`src/rtl/difftest_lr_sc_event_queue_pkg.sv`:
```
// Shared types and constants for the LR/SC difftest event queue.
//   lrsc_entry : one captured event {success, coreid}
//   COREID_W   : width of a core id
//   CH_IDX_W   : width of a channel index on the output side
package difftest_lr_sc_event_queue_pkg;

    localparam int COREID_W = 8;
    localparam int CH_IDX_W = 3;

    typedef struct packed {
        logic                success;
        logic [COREID_W-1:0] coreid;
    } lrsc_entry;

endpackage

```
`src/rtl/difftest_lr_sc_event_queue_if.sv`:
```
// Output event stream of the LR/SC event queue (valid/ready handshake).
//   out_valid   : an event is presented
//   out_ready   : consumer accepts the presented event
//   out_success : SC success flag of the presented event
//   out_coreid  : core id of the presented event
//   out_channel : source channel of the presented event
interface difftest_lr_sc_event_queue_if;
    import difftest_lr_sc_event_queue_pkg::*;

    logic                out_valid;
    logic                out_ready;
    logic                out_success;
    logic [COREID_W-1:0] out_coreid;
    logic [CH_IDX_W-1:0] out_channel;

    modport master (
        output out_valid,
        output out_success,
        output out_coreid,
        output out_channel,
        input  out_ready
    );

    modport slave (
        input  out_valid,
        input  out_success,
        input  out_coreid,
        input  out_channel,
        output out_ready
    );

endinterface

```
`src/rtl/difftest_event_fifo.sv`:
```
// Per-channel event FIFO.
//   clock, reset : rising-edge clock, asynchronous active-low reset
//   push         : write push_data (caller guarantees room or a same-cycle pop)
//   pop          : drop the head entry (caller guarantees non-empty)
//   head         : current head entry, read from registered storage only
//   empty, full  : occupancy flags derived from the pointers
module difftest_event_fifo
    import difftest_lr_sc_event_queue_pkg::*;
#(
    parameter int DEPTH = 4
) (
    input  logic      clock,
    input  logic      reset,
    input  logic      push,
    input  lrsc_entry push_data,
    input  logic      pop,
    output lrsc_entry head,
    output logic      empty,
    output logic      full
);

    localparam int AW = $clog2(DEPTH);
    localparam logic [AW:0] PTR_ONE = 1;

    // One extra pointer bit separates full from empty when the indices match.
    logic [AW:0] wr_ptr;
    logic [AW:0] rd_ptr;
    lrsc_entry   mem [DEPTH];

    always_ff @(posedge clock or negedge reset) begin
        if (!reset) begin
            wr_ptr <= '0;
            rd_ptr <= '0;
        end else begin
            if (push) wr_ptr <= wr_ptr + PTR_ONE;
            if (pop)  rd_ptr <= rd_ptr + PTR_ONE;
        end
    end

    // Storage holds data only, so it needs no reset.
    always_ff @(posedge clock) begin
        if (push) mem[wr_ptr[AW-1:0]] <= push_data;
    end

    assign head  = mem[rd_ptr[AW-1:0]];
    assign empty = (wr_ptr == rd_ptr);
    assign full  = (wr_ptr[AW] != rd_ptr[AW]) &&
                   (wr_ptr[AW-1:0] == rd_ptr[AW-1:0]);

endmodule

```
`src/rtl/difftest_lr_sc_event_queue.sv`:
```
// LR/SC event queue: NUM_CH independent channels capture {success, coreid}
// events into private FIFOs; a round-robin arbiter merges them onto one
// valid/ready output stream and tallies delivered SC outcomes.
//   clock, reset           : rising-edge clock, asynchronous active-low reset
//   enable                 : global capture enable
//   io_valid/io_success    : per-channel event strobe and SC result
//   io_coreid              : per-channel core id, channel i in [8i+7:8i]
//   out_if (master)        : merged output stream
//   overflow               : sticky per-channel dropped-event flag
//   sc_ok_cnt/sc_fail_cnt  : saturating counts of delivered SC outcomes
module difftest_lr_sc_event_queue
    import difftest_lr_sc_event_queue_pkg::*;
#(
    parameter int NUM_CH = 2,
    parameter int DEPTH  = 4,
    parameter int CNT_W  = 32
) (
    input  logic                         clock,
    input  logic                         reset,
    input  logic                         enable,
    input  logic [NUM_CH-1:0]            io_valid,
    input  logic [NUM_CH-1:0]            io_success,
    input  logic [COREID_W*NUM_CH-1:0]   io_coreid,
    difftest_lr_sc_event_queue_if.master out_if,
    output logic [NUM_CH-1:0]            overflow,
    output logic [CNT_W-1:0]             sc_ok_cnt,
    output logic [CNT_W-1:0]             sc_fail_cnt
);

    function automatic logic [CNT_W-1:0] sat_inc(input logic [CNT_W-1:0] v);
        return (&v) ? v : v + CNT_W'(1);
    endfunction

    logic [NUM_CH-1:0]   empty;
    logic [NUM_CH-1:0]   full;
    logic [NUM_CH-1:0]   push;
    logic [NUM_CH-1:0]   pop;
    logic [NUM_CH-1:0]   drop;
    lrsc_entry           head [NUM_CH];

    logic [CH_IDX_W-1:0] rr_ptr;
    logic [CH_IDX_W-1:0] rr_ch;
    logic                rr_found;
    logic                hold_vld;
    logic [CH_IDX_W-1:0] hold_ch;
    logic [CH_IDX_W-1:0] grant;
    lrsc_entry           sel;
    logic                handshake;

    for (genvar i = 0; i < NUM_CH; i++) begin : g_ch
        lrsc_entry in_entry;
        logic      attempt;

        assign in_entry = {io_success[i], io_coreid[COREID_W*i +: COREID_W]};
        assign attempt  = enable & io_valid[i];
        // A full FIFO still accepts when its head leaves in the same cycle.
        assign push[i]  = attempt & (~full[i] | pop[i]);
        assign drop[i]  = attempt & full[i] & ~pop[i];
        assign pop[i]   = handshake & (grant == CH_IDX_W'(i));

        difftest_event_fifo #(.DEPTH(DEPTH)) u_fifo (
            .clock     (clock),
            .reset     (reset),
            .push      (push[i]),
            .push_data (in_entry),
            .pop       (pop[i]),
            .head      (head[i]),
            .empty     (empty[i]),
            .full      (full[i])
        );
    end

    // First non-empty channel at or after rr_ptr, wrapping to the low indices.
    always_comb begin
        rr_found = 1'b0;
        rr_ch    = '0;
        for (int c = 0; c < NUM_CH; c++) begin
            if (!rr_found && !empty[c] && (c >= int'(rr_ptr))) begin
                rr_found = 1'b1;
                rr_ch    = CH_IDX_W'(c);
            end
        end
        for (int c = 0; c < NUM_CH; c++) begin
            if (!rr_found && !empty[c]) begin
                rr_found = 1'b1;
                rr_ch    = CH_IDX_W'(c);
            end
        end
    end

    // A stalled presentation is locked: a late push to a higher-priority
    // channel must not swap the event the consumer is already looking at.
    assign grant = hold_vld ? hold_ch : rr_ch;

    always_comb begin
        sel = head[0];
        for (int c = 0; c < NUM_CH; c++) begin
            if (grant == CH_IDX_W'(c)) sel = head[c];
        end
    end

    assign out_if.out_valid   = |(~empty);
    assign out_if.out_success = sel.success;
    assign out_if.out_coreid  = sel.coreid;
    assign out_if.out_channel = grant;
    assign handshake          = out_if.out_valid & out_if.out_ready;

    always_ff @(posedge clock or negedge reset) begin
        if (!reset) begin
            rr_ptr      <= '0;
            hold_vld    <= 1'b0;
            hold_ch     <= '0;
            overflow    <= '0;
            sc_ok_cnt   <= '0;
            sc_fail_cnt <= '0;
        end else begin
            hold_vld <= out_if.out_valid & ~out_if.out_ready;
            hold_ch  <= grant;
            overflow <= overflow | drop;
            if (handshake) begin
                rr_ptr <= (grant == CH_IDX_W'(NUM_CH - 1)) ? '0 : grant + CH_IDX_W'(1);
                if (sel.success) sc_ok_cnt   <= sat_inc(sc_ok_cnt);
                else             sc_fail_cnt <= sat_inc(sc_fail_cnt);
            end
        end
    end

endmodule

```
`src/flat_wrapper.sv`:
```
// flat-port wrapper written by rule: the top's interface ports become plain ports
module difftest_lr_sc_event_queue_flat import difftest_lr_sc_event_queue_pkg::*;
#(
    parameter int NUM_CH = 2,
    parameter int DEPTH  = 4,
    parameter int CNT_W  = 32
)
  (clock, reset, enable, io_valid, io_success, io_coreid, overflow, sc_ok_cnt, sc_fail_cnt, out_if_out_valid, out_if_out_success, out_if_out_coreid, out_if_out_channel, out_if_out_ready);
  difftest_lr_sc_event_queue_if out_if_i ();
  input  logic clock;
  input  logic reset;
  input  logic enable;
  input  logic [NUM_CH-1:0] io_valid;
  input  logic [NUM_CH-1:0] io_success;
  input  logic [COREID_W*NUM_CH-1:0] io_coreid;
  output logic [NUM_CH-1:0] overflow;
  output logic [CNT_W-1:0] sc_ok_cnt;
  output logic [CNT_W-1:0] sc_fail_cnt;
  output wire logic [$bits(out_if_i.out_valid)-1:0] out_if_out_valid;
  output wire logic [$bits(out_if_i.out_success)-1:0] out_if_out_success;
  output wire logic [$bits(out_if_i.out_coreid)-1:0] out_if_out_coreid;
  output wire logic [$bits(out_if_i.out_channel)-1:0] out_if_out_channel;
  input wire logic [$bits(out_if_i.out_ready)-1:0] out_if_out_ready;
  assign out_if_out_valid = out_if_i.out_valid;
  assign out_if_out_success = out_if_i.out_success;
  assign out_if_out_coreid = out_if_i.out_coreid;
  assign out_if_out_channel = out_if_i.out_channel;
  assign out_if_i.out_ready = out_if_out_ready;
  difftest_lr_sc_event_queue #(.NUM_CH(NUM_CH), .DEPTH(DEPTH), .CNT_W(CNT_W)) u_core (.clock(clock), .reset(reset), .enable(enable), .io_valid(io_valid), .io_success(io_success), .io_coreid(io_coreid), .out_if(out_if_i), .overflow(overflow), .sc_ok_cnt(sc_ok_cnt), .sc_fail_cnt(sc_fail_cnt));
endmodule
```
`config.mk`:
```
export PLATFORM = sky130hd
export DESIGN_NAME = difftest_lr_sc_event_queue_flat
export DESIGN_NICKNAME = d
export VERILOG_FILES = /design/src/rtl/difftest_lr_sc_event_queue_pkg.sv /design/src/rtl/difftest_lr_sc_event_queue_if.sv /design/src/rtl/difftest_event_fifo.sv /design/src/rtl/difftest_lr_sc_event_queue.sv /design/src/flat_wrapper.sv
export SDC_FILE = /design/constraint.sdc
export NUM_CORES = 1
export LEC_CHECK = 0
export BUFFER_PORTS_ARGS = -buffer_cell sky130_fd_sc_hd__buf_2
export CORE_ASPECT_RATIO = 0.8
export CORE_MARGIN = 8
export CORE_UTILIZATION = 44
export CTS_BUF_LIST = sky130_fd_sc_hd__clkbuf_8
export DETAILED_ROUTE_END_ITERATION = 10
export GPL_TIMING_DRIVEN = 1
export PLACE_DENSITY = 0.72
export SLEW_MARGIN = 20
export SYNTH_ARGS = -nofsm -noshare
export SYNTH_HDL_FRONTEND = slang
export SYNTH_HIERARCHICAL = 1
export SYNTH_SLANG_ARGS = --single-unit
```
`constraint.sdc`:
```
create_clock -name clock -period 5.7 [get_ports clock]
set_input_delay 1.14 -clock clock [delete_from_list [all_inputs] [get_ports clock]]
set_output_delay 1.14 -clock clock [all_outputs]
set_load 0.02 [all_outputs]
```
* Yosys cells after proc, flatten, opt, wreduce, memory -nomap -nowiden
Memories as Yosys holds them, arrays and structs flattened. Cells that the tools add are included.
Cells by class: add/sub/neg operators 7, muxes and demuxes 13, bitwise gates (word level) 24, order comparisons 2, equal/unequal tests 7, reductions and logical operators 18
Operator list (count):
- $add 32x1->32 const B | 2
- $reduce_and 32->1 | 2
- $add 3x1->3 const B | 5
- $and 1x1->1 | 12
- $mux 3 | 4
- $mux 9 | 1
- $mux 1 | 8
- $not 1->1 | 8
- $logic_and 1x1->1 | 7
- $eq 3x3->1 | 2
- $ge 1x3->1 const A | 2
- $reduce_and 3->1 | 2
- $logic_not 1->1 | 5
- $eq 2x2->1 | 2
- $eq 3x1->1 const B | 1
- $logic_not 3->1 | 1
- $ne 1x1->1 | 2
- $not 2->2 | 1
- $or 1x1->1 | 2
- $or 2x2->2 | 1
- $reduce_or 2->1 | 1
Storage, ports and cells: bits in registers 85, output and inout bits 79, word-level logic and storage cells 83, memory bits (writable) 72, input port bits 24, memories 2
Memories:
- u_core.g_ch[0].u_fifo.mem | words 4, width 9, read ports 1, clocked after memory_dff 0, wr ports 1, line difftest_event_fifo.sv:28 | lrsc_entry mem [DEPTH];
- u_core.g_ch[1].u_fifo.mem | words 4, width 9, read ports 1, clocked after memory_dff 0, wr ports 1, line difftest_event_fifo.sv:28

* Depth between registers and ports, before layout
Gate-level depths: netlist of the first run.
depth after elaboration 21, depth in mapped cells 11, depth with buffers taken out 8

* By module
The synthesis of the first run kept the hierarchy.
Modules (own cells, without submodules):
- difftest_lr_sc_event_queue | cells each 332, sequential area each 1826.8 sq um, instances 1, area each 3579.7 sq um
- difftest_event_fifo | cells each 77, sequential area each 1231.2 sq um, instances 2, area each 1646.6 sq um

* Worst setup path after synthesis of the first run
OpenSTA, ideal clock, no wires.
path kind register to output, from register u_core.g_ch[1].u_fifo.rd_ptr[0], to output out_if_out_success, buffers on the path 1, data required time 4.560 ns, path slack 2.204 ns, arrival time 2.356 ns, cell stages (with the launch flop) 8, cell sequence dfrtp_1 -> buf_6 -> xor2_1 -> nor3b_1 -> nor2_1 -> a211oi_4 -> mux2i_1 -> inv_1
Between the ends: longest elaborated chain between the ends 14, elaborated cells between the ends (all ways) 17, those cells by class 2 x eq/ne; 7 x mux; 7 x reduce/logical; 1 x memory
Ends and longest elaborated chain:
- from (decl) | line difftest_event_fifo.sv:27 | logic [AW:0] rd_ptr;
- from (signal assigned) | line difftest_event_fifo.sv:36 | if (pop) rd_ptr <= rd_ptr + PTR_ONE;
- $eq 3x3->1 (*) | line difftest_event_fifo.sv:46 | assign empty = (wr_ptr == rd_ptr);
- net u_core.empty[1] | line difftest_lr_sc_event_queue.sv:34 | logic [NUM_CH-1:0] empty;
- $logic_not 1->1 (*) | line difftest_lr_sc_event_queue.sv:78, difftest_lr_sc_event_queue.sv:84
- $logic_and 1x1->1 (2 in a row) | line difftest_lr_sc_event_queue.sv:78 | if (!rr_found && !empty[c] && (c >= int'(rr_ptr))) begin
- $mux 1 | line difftest_lr_sc_event_queue.sv:78
- $logic_not 1->1 | line difftest_lr_sc_event_queue.sv:84 | if (!rr_found && !empty[c]) begin
- $logic_and 1x1->1 | line difftest_lr_sc_event_queue.sv:84
- $mux 1 | line difftest_lr_sc_event_queue.sv:84
- $logic_not 1->1 | line difftest_lr_sc_event_queue.sv:84
- $logic_and 1x1->1 | line difftest_lr_sc_event_queue.sv:84
- $mux 3 (*) | line difftest_lr_sc_event_queue.sv:84
- $mux 3 (*) | line difftest_lr_sc_event_queue.sv:93 | assign grant = hold_vld ? hold_ch : rr_ch;
- $eq 3x1->1 (*) | line difftest_lr_sc_event_queue.sv:98 | if (grant == CH_IDX_W'(c)) sel = head[c];
- $mux 9 (*) | line difftest_lr_sc_event_queue.sv:98
- to (decl) | line flat_wrapper.sv:20 | output wire logic [$bits(out_if_i.out_success)-1:0] out_if_out_success;
Mark *: on every way through the listed nets, which the timed path passes. The rest lies on a longest branch.

* Worst setup path in the final report of the first run
Same ends and word-level chain as after synthesis.

==> summary.txt, run 1 <==
Outcome = finished clean
Count of cells resized by post-cts repair = 0
DP HPWL = 10000 µm
Leak Pwr = 3.33 nW
Critical path data arrival time = 3560 ps
Max-Cap Viols = 0
Core Region = 15500 µm²
Clk_lat worst skew = 440 ps
Avg Cell Area, Syn = 14.1 µm²
Slowest-stage cell, CP = dfrtp_1
Ys Warns = 6
Seq cells post-synth = 157
Final hold vios = 0
Layout filler cell count = 1327
Area Overhead vs Synth = 15.5%
Synthesized cell area = 6870 µm²
Seq pwr share = 46.4%
Share of cells above drive strength 1 = 27.2%
Worst Hold End = u_core/overflow[0]
Net Sw Frac = 35.1%
Worst Path Class, Setup = reg -> out
Worst Skew = 10.8 ps
Post-CTS setup buffer count = 0
Number of global-route vias before repair = 4304
Initial Util = 44.2%
CTS clk-pin slew, worst paths = 80 ps
Worst endpoint required time = 4560 ps
# diodes = 0
Post-CTS Hold Fix Bufs = 0
RSZ-0062 raised after global routing = no
Net switching power figure = 1.17 mW
CP endpoint kind = output port
Clock Tree Root = clkbuf_8
Comb pwr share = 32.7%
CP cell instances = xor2_1 > nor3b_1 > nor2_1 > a211oi_4 > buf_4 > mux2i_1 > inv_1 > buf_2
Sequential area share after synthesis = 62.4%
CTS max path bufs = 2
# IOs = 103
CP top delay family = simple AND/OR/NAND/NOR gates
Routed len/inst = 16.8 µm
Die height = 128 µm
Post-route ant nets = 0
CTS HTree Levels = 4
Final wirelength = 13800 µm
Port Buffers = 102
CP startpoint kind = flip-flop
Total Routing Usage GR = 14.6%
Largest net degree at the start of global routing = 57
HP Start = u_core/overflow[0]
CP max stage delay = 770 ps
Int Pwr = 2.16 mW
Rel. slew slack = 43.0%
CP max FO = 13
Fin Setup TNS = 0 ps
Syn nets = 522
Period utilisation layout = 82.4%
Most frequent cells in the layout = buf_2, dfrtp_1, edfxtp_1, xnor2_1, nand2_1
Die area = 19900 µm²
Gp weighted congestion = 0.785
R2R Path End = u_core/sc_ok_cnt[29]
Worst-Margin Slew = 847 ps
Synth cell types = 43
Clock Power Share = 20.9%
Die width = 156 µm
Slew Limit Fails = 0
Reg2reg path depth = 9
Clock tree sinks = 157
Maximum vdd ir drop = 0.000185 V
Post-layout min period = 4700 ps
Nets = 634
Crit path buf inv count = 3
Pre-antenna DRT Iters = 4
Final setup fails = 0
DRC Markers = 0
Initial antenna violation count = 0
Row cnt = 41
Vias post-DR = 4248
First-pass GRT wire length = 22500 µm
Cts bufs inserted = 17
Reg2reg start = u_core/g_ch[1].u_fifo/rd_ptr[0]
Initial DRC Count = 301
Commonest non-fill, non-tap cell in the layout = buf_2
CTS tree = yes
Vias per inst = 5.15
Syn Inst Count = 486
R2r setup slk = 1870 ps
Achievable Freq = 213 MHz
WHS = 473 ps
GRT overflow = 0
Hold Crit Class = reg -> reg
Power density cells = 419 nW/µm²
WHS Path Cells = 1
## worst max-delay path by stage
stage	slack, ps	from	cells after the start	endpoint
finish	1000	u_core/g_ch[1].u_fifo/rd_ptr[0]	8	out_if_out_success
global route	580	u_core/g_ch[1].u_fifo/rd_ptr[0]	8	out_if_out_success
CTS	880	u_core/g_ch[1].u_fifo/rd_ptr[0]	8	out_if_out_success
detailed placement	1390	u_core/g_ch[1].u_fifo/rd_ptr[0]	8	out_if_out_success
global placement	1560	u_core/g_ch[1].u_fifo/rd_ptr[0]	8	out_if_out_success
floorplan	2200	u_core/g_ch[1].u_fifo/rd_ptr[0]	7	out_if_out_success
## flip-flops by register name, indices dropped and copies added (netlist names)
signal / flops
u_core/g_ch.u_fifo/mem: 72
u_core/g_ch.u_fifo/rd_ptr: 6
u_core/g_ch.u_fifo/wr_ptr: 6
u_core/hold_ch: 3
u_core/hold_vld: 1
u_core/overflow: 2
u_core/rr_ptr: 3
u_core/sc_fail_cnt: 32
u_core/sc_ok_cnt: 32
## area by class of cell
type,count,area (µm²),area share [%]
inverters,11,41.3,0.520
multi-input cells,306,2470,31.2
flip-flops and latches,157,4290,54.0
repair buffers,105,536,6.74
clock inverters,11,56.3,0.709
clock buffers,20,275,3.47
well taps,215,269,3.39
## metal layers
| metal | share of wire (%) | global-route usage (%) | vias up | routed length, µm |
|---|---|---|---|---|
| met3 | 5.0 | 4.31 | 8 | 687 |
| li1 | - | - | 1989 | - |
| met4 | 0.82 | 5.13 | 0 | 114 |
| met2 | 48 | 23.1 | 75 | 6700 |
| met5 | 0 | 0 | - | 0 |
| met1 | 46 | 18.9 | 2176 | 6340 |
## stage by stage
step	cell area (µm²)	instances	power [mW]	utilization, %	setup slack, ps
after CTS	7940	825	3.38	51.1	884
after floorplan	6870	486	2.33	-	2200
final	7940	825	3.33	51.1	1000
after global routing	7940	825	3.53	51.1	579
after global placement	7610	794	2.63	49.0	1560
after detailed placement	7610	794	2.67	49.0	1390
## cells in the mapped netlist (all sizes together)
library cell  number  area share, %
a211o              1           0.13
a211oi             2           0.47
a21bo              1           0.15
a21boi             1           0.11
a21oi              2           0.15
a31oi              1          0.091
and2              13            1.2
and3              10           0.91
and4               8            1.0
buf                6           0.66
clkbuf             6           0.33
dfrtp             85             31
edfxtp            72             31
ha                12            2.2
inv               11           0.60
mux2              13            2.1
mux2i              3           0.44
mux4              18            6.0
nand2             35            1.9
nand2b             1          0.091
nand3             23            1.7
nand4             24            2.2
nand4b             2           0.25
nand4bb            1           0.16
nor2              21            1.1
nor2b              5           0.46
nor3              10           0.73
nor3b              5           0.62
nor4               1          0.091
nor4b              1           0.35
nor4bb             1           0.36
o21ai              8           0.58
o21bai             2           0.22
o31ai              1           0.11
or3                2           0.18
or4                1           0.11
xnor2             50            6.4
xor2              27            3.4
## power by group through the flow
| stage | clock network, mW | registers (mW) | logic (mW) |
|---|---|---|---|
| 6_report | 0.697 | 1.54 | 1.09 |
| 3_3_place_gp | 0 | 1.56 | 1.07 |
| 4_1_cts | 0.728 | 1.55 | 1.10 |
| 5_1_grt | 0.771 | 1.57 | 1.19 |
| 2_1_floorplan | 0 | 1.54 | 0.789 |
| 3_5_place_dp | 0 | 1.57 | 1.10 |
## cell families (layout without fill, tap and decap cells)
kind of cell | count (synthesis) | in the layout | synth area share [%]
mux | 34 | 34 | 8.57
simple gates | 164 | 164 | 13.4
flops | 157 | 157 | 62.4
fa+ha+maj | 12 | 12 | 2.18
buf+inv | 23 | 147 | 1.58
xor+xnor | 77 | 77 | 9.81
compound gates | 19 | 19 | 2.00
Note: power is estimated with default switching activity, not from simulation.
==> inputs of run 2 (changes only) <==
Clock period 5.7 ns to 4.6 ns, I/O delays scaled along.
==> summary.txt, run 2 (synthesis results as in run 1) <==
Clk_lat worst skew = 450 ps
First-pass GRT wire length = 22900 µm
Initial DRC Count = 244
Pre-antenna DRT Iters = 4
Die height = 128 µm
Die area = 19900 µm²
Clock Power Share = 25.0%
Seq. cell area = 4290 µm²
Routed len/inst = 16.9 µm
Seq pwr share = 42.5%
Slowest-stage cell, CP = nor3b_1
Hold Crit Class = reg -> reg
CP cell instances = xor2_1 > nor3b_1 > nor2_1 > a211oi_4 > mux2i_1 > inv_1 > buf_2
Net switching power figure = 1.51 mW
Clock tree sinks = 157
Worst-Margin Slew = 764 ps
RSZ-0062 raised after global routing = no
CP top delay family = simple AND/OR/NAND/NOR gates
Net Sw Frac = 34.4%
CTS clk-pin slew, worst paths = 80 ps
Rel. slew slack = 48.6%
Gp weighted congestion = 0.784
Port Buffers = 102
DRC Markers = 0
GRT overflow = 0
Post-CTS Hold Fix Bufs = 0
Layout filler cell count = 1298
CTS tree = yes
Power density cells = 545 nW/µm²
Largest net degree at the start of global routing = 86
Post-CTS setup buffer count = 0
Critical path data arrival time = 3260 ps
Initial Util = 44.2%
Fin Setup TNS = 0 ps
Int Pwr = 2.88 mW
Number of flip-flops in the largest register = 72
Core Region = 15500 µm²
CTS max path bufs = 2
Cts bufs inserted = 17
CP endpoint kind = output port
# IOs = 103
Vias per inst = 5.14
Leak Pwr = 3.34 nW
Vias post-DR = 4251
Die width = 156 µm
CP max stage delay = 650 ps
Row cnt = 41
Slew Limit Fails = 0
DP HPWL = 10000 µm
Final worst setup slack = 421 ps
Placement Setup Slack = 871 ps
Max-Cap Viols = 0
Worst Path Class, Setup = reg -> out
CP startpoint kind = flip-flop
Fin area = 8050 µm²
Post-layout min period = 4180 ps
# diodes = 0
Achievable Freq = 239 MHz
Overall power = 4.38 mW
Most frequent cells in the layout = buf_2, dfrtp_1, edfxtp_1, xnor2_1, nand2_1
Count of cells resized by post-cts repair = 0
Post-route ant nets = 0
Commonest non-fill, non-tap cell in the layout = buf_2
Final hold vios = 0
Comb pwr share = 32.5%
Worst Skew = 12.8 ps
Nets = 635
Share of cells above drive strength 1 = 28.3%
Period utilisation layout = 90.8%
Area after DPL = 7620 µm²
Maximum vdd ir drop = 0.000272 V
Area Overhead vs Synth = 17.1%
Area of the multi-input gates = 2470 µm²
Number of global-route vias before repair = 4342
Worst endpoint required time = 3680 ps
Total Routing Usage GR = 14.7%
WHS = 476 ps
Clock Tree Root = clkbuf_8
Final wirelength = 14000 µm
Outcome = finished clean
CTS HTree Levels = 4
CP max FO = 12
Crit path buf inv count = 2
Final setup fails = 0
Initial antenna violation count = 0
==> run 2: changes by cell type in the layout (fill, tap and decap cells not counted), sizes merged <==
cell,before,now
clkinvlp,0,7
bufinv,0,4
clkinv,6,2
clkbuf,20,17
inv,16,13
buf,105,106
==> run 2: layout make-up <==
| type | instances | share of cell area, % |
|---|---|---|
| multi-input combinational | 306 | 30.7 |
| clock inverter | 15 | 2.42 |
| tap | 215 | 3.34 |
| sequential | 157 | 53.3 |
| clock buffer | 17 | 2.91 |
| timing repair buffer | 106 | 6.79 |
| inverter | 11 | 0.513 |
==> run 2: power by group through the flow <==
stage                     combinational [mW]  sequential [mW]  clock (mW)
after CTS                               1.45             1.87        1.13
after global routing                    1.55             1.89        1.19
after global placement                  1.40             1.88           0
final                                   1.42             1.86        1.10
after floorplan                        0.978             1.90           0
after detailed placement                1.44             1.89           0
==> run 2: through the flow <==
step / utilization (%) / std cells
floorplan: - / 486
global placement: 49.0 / 795
detailed placement: 49.0 / 795
CTS: 51.8 / 827
global route: 51.8 / 827
finish: 51.8 / 827
==> run 2: routing by layer <==
metal | share of wire [%] | track usage, %
met1 | 46 | 19.5
met2 | 48 | 22.5
met3 | 4.5 | 4.21
met4 | 1.4 | 5.58
met5 | 0 | 0
==> run 2: path summary, 6_finish.rpt <==
path	startpoint	to	slack [ps]	depth (start not counted)
hold / removal	u_core/overflow[0]	u_core/overflow[0]	480	1
min in group asynchronous	reset	u_core/sc_ok_cnt[12]	520	1
max in group asynchronous	reset	u_core/sc_fail_cnt[24]	3550	1
setup / recovery	u_core/g_ch[1].u_fifo/rd_ptr[1]	out_if_out_success	420	7
hold reg to reg	u_core/overflow[0]	u_core/overflow[0]	480	1
setup reg to reg	u_core/g_ch[1].u_fifo/rd_ptr[1]	u_core/sc_ok_cnt[27]	970	9
==> run 2: worst reg2reg max path, cell delays in order (launching register included) <==
cell      delay [ps]
dfrtp_1          570
xor2_1           260
nor3b_1          650
nor2_1           180
a211oi_4         300
buf_4            240
mux2_2           380
nor4_1           590
nand4_1          200
xnor2_1          160
